[src/rtl/seg_scan_ctrl.sv]
// Multiplexed hex display scanner: shows a selected register and/or the PC on
// N_DIG seven-segment digits, with paging, a freeze snapshot and leading-zero blanking.
module seg_scan_ctrl #(
    parameter int N_DIG    = 4,
    parameter int N_REG    = 15,
    parameter int REG_W    = 32,
    parameter int SCAN_DIV = 1024
) (
    input  logic                   clk,
    input  logic                   reset,
    input  logic [N_REG*REG_W-1:0] rf,
    input  logic [REG_W-1:0]       pc,
    input  logic [N_REG-1:0]       sel,
    input  logic [1:0]             mode,
    input  logic [2:0]             page,
    input  logic                   freeze,
    input  logic                   blank_lz,
    output logic [6:0]             seg,
    output logic                   dp,
    output logic [N_DIG-1:0]       an,
    output logic                   sel_err
);

    localparam int PW  = $clog2(SCAN_DIV);
    localparam int DW  = $clog2(N_DIG);
    localparam int NIB = REG_W / 4;

    logic [PW-1:0]      presc_q, presc_d;
    logic [DW-1:0]      dig_q, dig_d;
    logic [N_DIG*4-1:0] snap_q, val_d;
    logic               sel_err_q;
    logic [6:0]         seg_q, seg_d;
    logic [N_DIG-1:0]   an_q, an_d;
    logic               dp_q, dp_d;

    logic               sel_ok;
    logic [REG_W-1:0]   reg_sel;
    logic               blank_en;
    logic               zrun;
    logic [N_DIG-1:0]   blank;
    logic [3:0]         cur_nib;

    // Nibbles past the top of the source read as zero rather than wrapping.
    function automatic logic [3:0] nib_at(input logic [REG_W-1:0] src, input int unsigned idx);
        nib_at = (idx < NIB) ? src[idx*4 +: 4] : 4'h0;
    endfunction

    function automatic logic [6:0] hex7(input logic [3:0] n);
        case (n)
            4'h0: hex7 = 7'b1000000;
            4'h1: hex7 = 7'b1111001;
            4'h2: hex7 = 7'b0100100;
            4'h3: hex7 = 7'b0110000;
            4'h4: hex7 = 7'b0011001;
            4'h5: hex7 = 7'b0010010;
            4'h6: hex7 = 7'b0000010;
            4'h7: hex7 = 7'b1111000;
            4'h8: hex7 = 7'b0000000;
            4'h9: hex7 = 7'b0010000;
            4'hA: hex7 = 7'b0001000;
            4'hB: hex7 = 7'b0000011;
            4'hC: hex7 = 7'b1000110;
            4'hD: hex7 = 7'b0100001;
            4'hE: hex7 = 7'b0000110;
            default: hex7 = 7'b0001110;
        endcase
    endfunction

    always_comb begin
        sel_ok  = (sel != '0) && ((sel & (sel - N_REG'(1))) == '0);
        reg_sel = '0;
        for (int unsigned k = 0; k < N_REG; k++) begin
            if (sel[k]) reg_sel = reg_sel | rf[k*REG_W +: REG_W];
        end
        if (!sel_ok) reg_sel = '0;
    end

    always_comb begin
        val_d = '0;
        for (int unsigned i = 0; i < N_DIG; i++) begin
            case (mode)
                2'b00: val_d[i*4 +: 4] = (i < N_DIG/2) ? nib_at(reg_sel, i)
                                                       : nib_at(pc, i - N_DIG/2);
                2'b01: val_d[i*4 +: 4] = nib_at(reg_sel, page*N_DIG + i);
                2'b10: val_d[i*4 +: 4] = nib_at(pc, page*N_DIG + i);
                default: val_d[i*4 +: 4] = 4'(i);
            endcase
        end
    end

    // Walk from the top digit down; blanking stops at the first non-zero nibble.
    always_comb begin
        blank_en = blank_lz && (mode == 2'b01 || mode == 2'b10);
        blank    = '0;
        zrun     = 1'b1;
        for (int unsigned j = 0; j < N_DIG; j++) begin
            zrun = zrun && (snap_q[(N_DIG-1-j)*4 +: 4] == 4'h0);
            if (blank_en && zrun && (j != N_DIG-1)) blank[N_DIG-1-j] = 1'b1;
        end
    end

    always_comb begin
        presc_d = presc_q + PW'(1);
        dig_d   = dig_q;
        if (presc_q == PW'(SCAN_DIV - 1)) begin
            presc_d = '0;
            dig_d   = (dig_q == DW'(N_DIG - 1)) ? '0 : dig_q + DW'(1);
        end
        cur_nib = snap_q[{dig_q, 2'b00} +: 4];
        seg_d   = hex7(cur_nib);
        an_d    = blank[dig_q] ? '1 : ~(N_DIG'(1) << dig_q);
        dp_d    = !((dig_q == '0) && freeze);
    end

    always_ff @(posedge clk) begin
        if (!reset) begin
            presc_q   <= '0;
            dig_q     <= '0;
            snap_q    <= '0;
            sel_err_q <= 1'b0;
            an_q      <= '1;
            seg_q     <= 7'h7F;
            dp_q      <= 1'b1;
        end else begin
            presc_q   <= presc_d;
            dig_q     <= dig_d;
            sel_err_q <= !sel_ok;
            if (!freeze) snap_q <= val_d;
            an_q      <= an_d;
            seg_q     <= seg_d;
            dp_q      <= dp_d;
        end
    end

    assign seg     = seg_q;
    assign an      = an_q;
    assign dp      = dp_q;
    assign sel_err = sel_err_q;

endmodule

[config.mk]
export PLATFORM = sky130hd
export DESIGN_NAME = seg_scan_ctrl
export DESIGN_NICKNAME = d
export VERILOG_FILES = /design/src/rtl/seg_scan_ctrl.sv
export SDC_FILE = /design/constraint.sdc
export NUM_CORES = 1
export LEC_CHECK = 0
export CORE_AREA = 2 2 212 214
export CTS_BUF_LIST = sky130_fd_sc_hd__clkbuf_8
export DETAILED_ROUTE_END_ITERATION = 10
export DIE_AREA = 0 0 214 216
export SLEW_MARGIN = 20
export SYNTH_ARGS = -nofsm -noshare
export SYNTH_HDL_FRONTEND = slang
export SYNTH_SLANG_ARGS = --single-unit
[constraint.sdc]
create_clock -name clk -period 2.5 [get_ports clk]
set_clock_uncertainty 0.05 [all_clocks]
set_input_delay 0.625 -clock clk [delete_from_list [all_inputs] [get_ports clk]]
set_output_delay 0.625 -clock clk [all_outputs]
set_load 0.01 [all_outputs]
* Word level (Yosys, flattened, before mapping) *
Memories as Yosys holds them, arrays and structs flattened. A register that Yosys moved wholly into a read port is not among the register bits.
Index checks and enable logic that the tools add are counted.

storage, ports and cells
  register bits = 34
  ROM bits = 112
  input bits = 536
  output and inout port bits = 13
  word-level logic and storage cells = 104
  memories kept = 1

memory list
  memory            words  bits a word  rd ports  clocked after memory_dff  wr ports  line  source
  (name not given)  16     7            1         1                         0         49    case (n)

operators by class
  add/sub/neg operators = 6
  order comparisons = 5
  equal/unequal tests = 4
  shifts and indexed selects = 10
  mux-type cells = 34
  bitwise operators = 17
  reduce and logical (&&, ||, !) cells = 21

operators with widths
  kind                                                count
  two-way mux 32 bit                                  16
  OR 32 bit                                           14
  variable part select 32 x 33 -> 4 bit               3
  variable part select 32 x 9 -> 4 bit                3
  variable part select 32 x 8 -> 4 bit                2
  case mux 4 bit (3 select lines)                     4
  two-way mux 4 bit                                   8
  < comparator 6 x 4 -> 1 bit, second input constant  3
  variable part select 16 x 5 -> 4 bit                1
  bitwise AND 15 bit                                  1
  logical NOT 15 bit                                  1
  nonzero test 15 bit                                 1
  subtractor 15 x 1 -> 15 bit, second input constant  1
  adder 5 x 2 -> 6 bit, second input constant         2
  logical NOT 4 bit                                   3
  adder 10 x 1 -> 10 bit, second input constant       1
  equality test 10 bit, second input constant         1
  logical AND 1 bit                                   8
  adder 5 x 1 -> 6 bit, second input constant         1
  < comparator 5 x 4 -> 1 bit, second input constant  1
  equality test 2 bit, second input constant          2
  logical NOT 2 bit                                   2
  two-way mux 1 bit                                   4
  NOT 4 bit                                           1
  10 further kinds                                    13

* Longest topological paths before layout *
Gate-level depths: netlist of run 1.

  depth after elaboration = 33
  depth in mapped cells = 9
  gate-level depth less buffers = 8

* Worst setup path before layout of run 1 *
OpenSTA, ideal clock, no wires.

  path type = input port to flip-flop
  start = input port sel[1]
  end = register snap_q[10]
  setup time = 0.101 ns
  data arrival time = 2.413 ns
  data required time = 2.349 ns
  path slack = -0.064 ns
  stages = 6
  buffers on the path = 1
  cell sequence = buf_2 > or4_4 > or4_4 > o21ai_2 > o2111ai_4 > o41ai_1

between the ends
  cells in the longest elaborated chain, start to end = 31
  elaborated cells on any way between the ends = 36
  those cells by class = add/sub: 1; shift: 1; mux: 17; bitwise: 14; reduce/logical: 3

RTL lines
  item                                     line  source
  start: declaration                       13    input logic [N_REG-1:0] sel,
  two-way mux 32 bit                       73    if (sel[k]) reg_sel = reg_sel | rf[k*REG_W +: REG_W];
  OR 32 bit                                73
  two-way mux 32 bit                       73
  OR 32 bit                                73
  two-way mux 32 bit                       73
  OR 32 bit                                73
  two-way mux 32 bit                       73
  OR 32 bit                                73
  (+15 left out)                           -
  OR 32 bit                                73
  two-way mux 32 bit                       73
  OR 32 bit                                73
  two-way mux 32 bit                       73
  two-way mux 32 bit *                     75    if (!sel_ok) reg_sel = '0;
  variable part select 32 x 33 -> 4 bit *  45    nib_at = (idx < NIB) ? src[idx*4 +: 4] : 4'h0;
  two-way mux 4 bit *                      45
  case mux 4 bit (3 select lines) *        81    case (mode)
  end signal: assignment                   128   if (!freeze) snap_q <= val_d;
  end: declaration                         30    logic [N_DIG*4-1:0] snap_q, val_d;

Mark *: on every way between the ends. The rest lies on a longest branch, timed or not.
A chain may end at the register's enable or synchronous reset.

* Final worst setup path of run 1 *
  start = input port mode[1]
  end = register snap_q[14]

between the ends
  cells in the longest elaborated chain, start to end = 2
  elaborated cells on any way between the ends = 4
  those cells by class = eq/ne: 2; mux: 1; reduce/logical: 1

RTL lines
  item                                         line  source
  start: declaration                           14    input logic [1:0] mode,
  equality test 2 bit (tied with other cells)  81
  case mux 4 bit (3 select lines) *            81

Marks and branches as above.

==> impl_metrics.tcl, run 1 <==
set metrics [dict create \
    synth-seq-cells 41 \
    die_h_um 216 \
    final_nets 1810 \
    routed_wl_um 53900 \
    seq_area_um2 821 \
    insertion_delay_ps 300 \
    required_ps 2670 \
    post_cts_buffers 0 \
    use_met3 0.0505 \
    grt_pass1_wl_um 72400 \
    hold_viol 0 \
    drt-pass1-iter-count 7 \
    numPortBuffers 548 \
    use_met2 0.371 \
    vias_per_cell 4.79 \
    rsz0062_at_grt "no" \
    relSlewSlack 0.490 \
    crit_slowest_cell "clkdlybuf4s50_1" \
    yosysSeqAreaShare 0.159 \
    min_period_over_period 0.988 \
    fill_cells 4784 \
    core_area_um2 43800 \
    syn-instance-count 679 \
    htreeDepth 2 \
    tightest_slew_ps 764 \
    grt_pass1_vias 9241 \
    hold_path.class "reg2reg" \
    dp_hpwl_um 46500 \
    yosysTopAreaCellShare 0.166 \
    clkTransAtPathRegs_ps 90 \
    area_delta_synth_final_pct 134 \
    grt_overflow 0 \
    place_congestion 0.910 \
    synth.largest_area_cell "a22oi_1" \
    drtIter0Drc 800 \
    drc 0 \
    die_x_um 214 \
    crit_path_max_fanout 4 \
    critPathCaptureType "flip-flop" \
    synthTopCellsByArea "a22oi_1 (17%), dfxtp_1 (16%), a22o_1 (9.2%)" \
    power_mw 3.06 \
    drive_gt1_frac 0.113 \
    max_cap_viol_count 0 \
    antenna_found_initial 23 \
    die_area_um2 46200 \
    synth_area_um2 5150 \
    status "completed" \
    cts_hold_buffers 0 \
    post-route-min-period_ps 2470 \
    timing.fmax_mhz 405 \
    synth_area_per_cell_um2 7.59 \
    max_stage_delay_ps 520 \
    cts_tree "built" \
    synthFlopType "dfxtp_1" \
    path_cells "clkdlybuf4s50_1 > ha_1 > or3b_2 > nor2_2 > o211ai_1 > o21ai_1" \
    grt_busiest_layer "met2" \
    grt_use_total 0.222 \
    cts_buffers 5 \
    synth_nets 1230 \
    wire_per_inst_um 28.8 \
    ant_nets 0 \
    synthDistinctLibCells 53 \
    clock_path_buffers 2 \
    cts-resized-gates 2 \
    cts_sinks 41 \
    start_util 0.118 \
    worstSetupPathType "in2reg" \
    maxSlewViolCount 0 \
    ys_warn_count 0 \
    io_pins 549 \
    vias 8945 \
    power_density_nw_per_um2 253 \
    start_kind "input pin" \
    grt_max_degree 28 \
    synth_enable_flop_cells 0 \
    multi_input_area_um2 4010 \
    vdd_drop_max_mv 0.318 \
    clockRootBuffer "clkbuf_8" \
    final_core_util 0.275 \
    rows 77 \
    finalSetupViolCount 0 \
    met1_usage 0.279 \
    async_flop_share 0 \
    arrival_ps 2640 \
    finalSetupTns_ps 0 \
    p_leak_nw 4.45 \
]
-- per-stage QoR --
| step | std cells | worst slack, ps | cell area, um2 | hold WS [ps] |
|---|---|---|---|---|
| 2_1_floorplan | 679 | 0.469 | 5160 | 380 |
| 3_3_place_gp | 1844 | -428 | 11900 | 392 |
| 3_5_place_dp | 1844 | -437 | 11900 | 401 |
| 4_1_cts | 1852 | 30.6 | 12000 | 422 |
| 5_1_grt | 1866 | 7.86 | 12100 | 442 |
| 6_report | 1869 | 29.4 | 12100 | 421 |
-- power by group --
group | internal [mW] | switching, mW
clock | 0.300 | 0.258
combinational | 1.09 | 0.725
sequential | 0.672 | 0.0138
total | 2.06 | 0.997
-- logic make-up after synthesis --
logic type | Yosys count | synth area share
adders and majority gates | 17 | 0.0403
and+or+nand+nor | 174 | 0.179
xor gates and xnor gates | 6 | 0.0102
muxes | 23 | 0.0546
buffers and inverters | 88 | 0.0661
AOI/OAI and AO/OA | 330 | 0.491
DFF | 41 | 0.159
-- path summary, 6_finish.rpt --
check                                   to  startpoint  depth (start not counted)  slack, ps
worst max-delay path            snap_q[14]     mode[1]                          6         30
worst min-delay path            presc_q[0]  presc_q[0]                          1        420
worst max register to register      seg[3]    dig_q[0]                          7        370
worst min register to register  presc_q[0]  presc_q[0]                          1        420
-- cell usage after synthesis, drive strengths merged, types with 2 or more instances --
cell type,number
a22oi,114
clkbuf,59
a22o,54
a221oi,46
dfxtp,41
nand2,37
a21oi,33
nor2,29
nand4,26
nand3,24
o21ai,22
and3,18
mux2i,18
a222oi,16
buf,16
ha,15
inv,13
o211ai,10
a31oi,8
and2,7
a211oi,6
nor4,6
nand2b,5
o41ai,5
mux4,4
nor3,4
o31ai,4
or4,4
xor2,4
and4,3
nor2b,3
o22ai,3
or3,3
a31o,2
maj3,2
o21bai,2
or2,2
or3b,2
xnor2,2
-- sequential cells by signal, indices dropped and copies added, names as in the netlist --
register,flops
snap_q,16
seg,7
an,4
dp,1
dig_q,2
presc_q,10
sel_err,1
-- cells in the final DEF, fill, tap and decap left out, types with 3 or more instances in the layout --
master / n
nor2b_1: 3
and4_1: 3
clkbuf_8: 5
o211ai_1: 10
buf_12: 11
clkdlybuf4s50_1: 532
a31oi_1: 8
and3_1: 18
mux2i_1: 18
o31ai_1: 4
nor2_1: 28
buf_4: 89
or3_1: 3
xor2_1: 4
nand3_1: 24
o21ai_1: 6
a22o_1: 54
nand4_1: 26
nor3_1: 4
diode_2: 17
o22ai_1: 3
mux4_2: 4
a21oi_1: 33
and2_1: 6
nand2_1: 37
a22oi_1: 114
o21ai_0: 15
nor4_1: 5
dfxtp_1: 41
a222oi_1: 16
a211oi_1: 6
buf_2: 16
a221oi_1: 46
inv_1: 13
nand2b_1: 5
ha_1: 15
o41ai_1: 4
-- per-layer routing --
| metal | wire [um] | part of all wire |
|---|---|---|
| met4 | 1590 | 0.029 |
| met3 | 4110 | 0.076 |
| met1 | 22400 | 0.42 |
| met5 | 103 | 0.0019 |
| met2 | 25700 | 0.48 |
-- area by class of cell --
type	count	area share
sequential	41	0.0680
timing repair buffer	648	0.521
inverter	13	0.00404
multi-input combinational	550	0.332
tap	592	0.0614
clock buffer	5	0.00570
antenna	17	0.00352
clock inverter	3	0.00363
-- worst max-delay path: cells and delay by family --
| family | cells | cell delay [ps] |
|---|---|---|
| adder cells (fa/ha/maj) | 1 | 280 |
| buffers and inverters | 1 | 520 |
| AO/OA/AOI/OAI | 2 | 440 |
| AND/OR/NAND/NOR | 2 | 770 |
Power figures use the tool's default switching activity.
==> run 2, diff against run 1 <==
--- a/config.mk
+++ b/config.mk
@@ -5,10 +5,13 @@
 export SDC_FILE = /design/constraint.sdc
 export NUM_CORES = 1
 export LEC_CHECK = 0
-export CORE_AREA = 2 2 212 214
+export CELL_PAD_IN_SITES_DETAIL_PLACEMENT = 1
+export CELL_PAD_IN_SITES_GLOBAL_PLACEMENT = 1
+export CORE_AREA = 2 2 211 213
 export CTS_BUF_LIST = sky130_fd_sc_hd__clkbuf_8
 export DETAILED_ROUTE_END_ITERATION = 10
-export DIE_AREA = 0 0 214 216
+export DIE_AREA = 0 0 213 215
+export PLACE_DENSITY_LB_ADDON = 0.1
 export SLEW_MARGIN = 20
 export SYNTH_ARGS = -nofsm -noshare
 export SYNTH_HDL_FRONTEND = slang
==> impl_metrics.tcl, run 2 (synthesis gave the netlist of run 1 again) <==
set metrics [dict create \
    grt_use_total 0.242 \
    worst_hold_slack_ps 424 \
    worstSetupPathType "in2reg" \
    final_common_cell "clkdlybuf4s50_1" \
    hold_viol 0 \
    power_mw 3.04 \
    p_leak_nw 4.46 \
    max_cap_viol_count 0 \
    die_x_um 213 \
    fill_cells 5109 \
    place_congestion 0.905 \
    cts_tree "built" \
    grt_pass1_vias 9458 \
    top_register "snap_q" \
    io_pins 549 \
    wire_per_inst_um 30.6 \
    routed_wl_um 57400 \
    min_period_over_period 0.961 \
    drc 0 \
    vdd_drop_max_mv 0.207 \
    clkTransAtPathRegs_ps 90 \
    finalSetupViolCount 0 \
    finalSetupTns_ps 0 \
    dp_hpwl_um 49700 \
    hold_path.class "reg2reg" \
    numPortBuffers 548 \
    die_h_um 215 \
    multi_input_area_um2 4020 \
    critPathCaptureType "flip-flop" \
    setup_ws_ps 97.1 \
    start_kind "input pin" \
    relSlewSlack 0.498 \
    area_delta_synth_final_pct 135 \
    most-common-layout-cells "clkdlybuf4s50_1 (532), a22oi_1 (114), buf_4 (93)" \
    vias 8825 \
    crit_path_max_fanout 10 \
    htreeDepth 2 \
    timing.fmax_mhz 416 \
    core_area_um2 43600 \
    cts_hold_buffers 0 \
    ant_nets 0 \
    maxSlewViolCount 0 \
    antenna_found_initial 27 \
    start_util 0.118 \
    drtIter0Drc 581 \
    final_nets 1814 \
    pre_cts_slack_ps -316 \
    post-route-min-period_ps 2400 \
    post_cts_buffers 0 \
    clock_path_buffers 2 \
    required_ps 2690 \
    vias_per_cell 4.70 \
    cts_buffers 5 \
    tightest_slew_ps 753 \
    power_density_nw_per_um2 251 \
    seq_area_um2 821 \
    arrival_ps 2600 \
    insertion_delay_ps 310 \
    status "completed" \
    largest_reg_flops 16 \
    rows 77 \
    die_area_um2 45800 \
    final_core_util 0.277 \
    grt_max_degree 23 \
    grt_overflow 0 \
    cts_sinks 41 \
    drive_gt1_frac 0.116 \
    drt-pass1-iter-count 6 \
    clockRootBuffer "clkbuf_8" \
    grt_pass1_wl_um 76900 \
]
==> run 2: repair_timing <==
action / in CTS / in global routing
resized for setup: 0 / 5
endpoints found under the setup margin: 0 / 16
endpoints found under the hold margin: 0 / 0
==> run 2: final timing paths <==
check / startpoint / endpoint / slack, ps / cells past startpoint
max: sel[1] / snap_q[8] / 100 / 7
min: presc_q[0] / presc_q[0] / 420 / 1
max reg2reg: dig_q[0] / seg[3] / 290 / 7
min reg2reg: presc_q[0] / presc_q[0] / 420 / 1
==> run 2: final cells by class <==
class                      instances  area share
timing repair buffer             652       0.521
multi-input combinational        550       0.332
sequential                        41      0.0678
tap                              592      0.0612
clock buffer                       5     0.00568
antenna                           21     0.00434
inverter                          13     0.00403
clock inverter                     3     0.00382
==> run 2: metrics by stage <==
step,instance area [um2],std cells
6_report,12100,1877
5_1_grt,12100,1870
4_1_cts,12000,1856
3_5_place_dp,11900,1848
3_3_place_gp,11900,1848
2_1_floorplan,5160,679
==> run 2: report_power, final <==
part / leakage, nW / internal, mW / switching [mW]
Combinational: 4.07 / 1.09 / 0.699
Sequential: 0.336 / 0.672 / 0.0144
Clock: 0.0545 / 0.299 / 0.270
==> run 2: metal layers <==
metal	global-route usage	vias up	wire length, um
met4	0.0730	16	994
met3	0.0636	47	3820
met5	0	-	104
li1	-	4014	-
met1	0.285	4392	23000
met2	0.427	356	29400
==> run 2: critical path, cell delays in order <==
cell	delay, ps
buf_2	130
or4_4	580
or4_4	530
o21ai_2	90
o2111ai_4	260
buf_4	240
o21ai_1	120
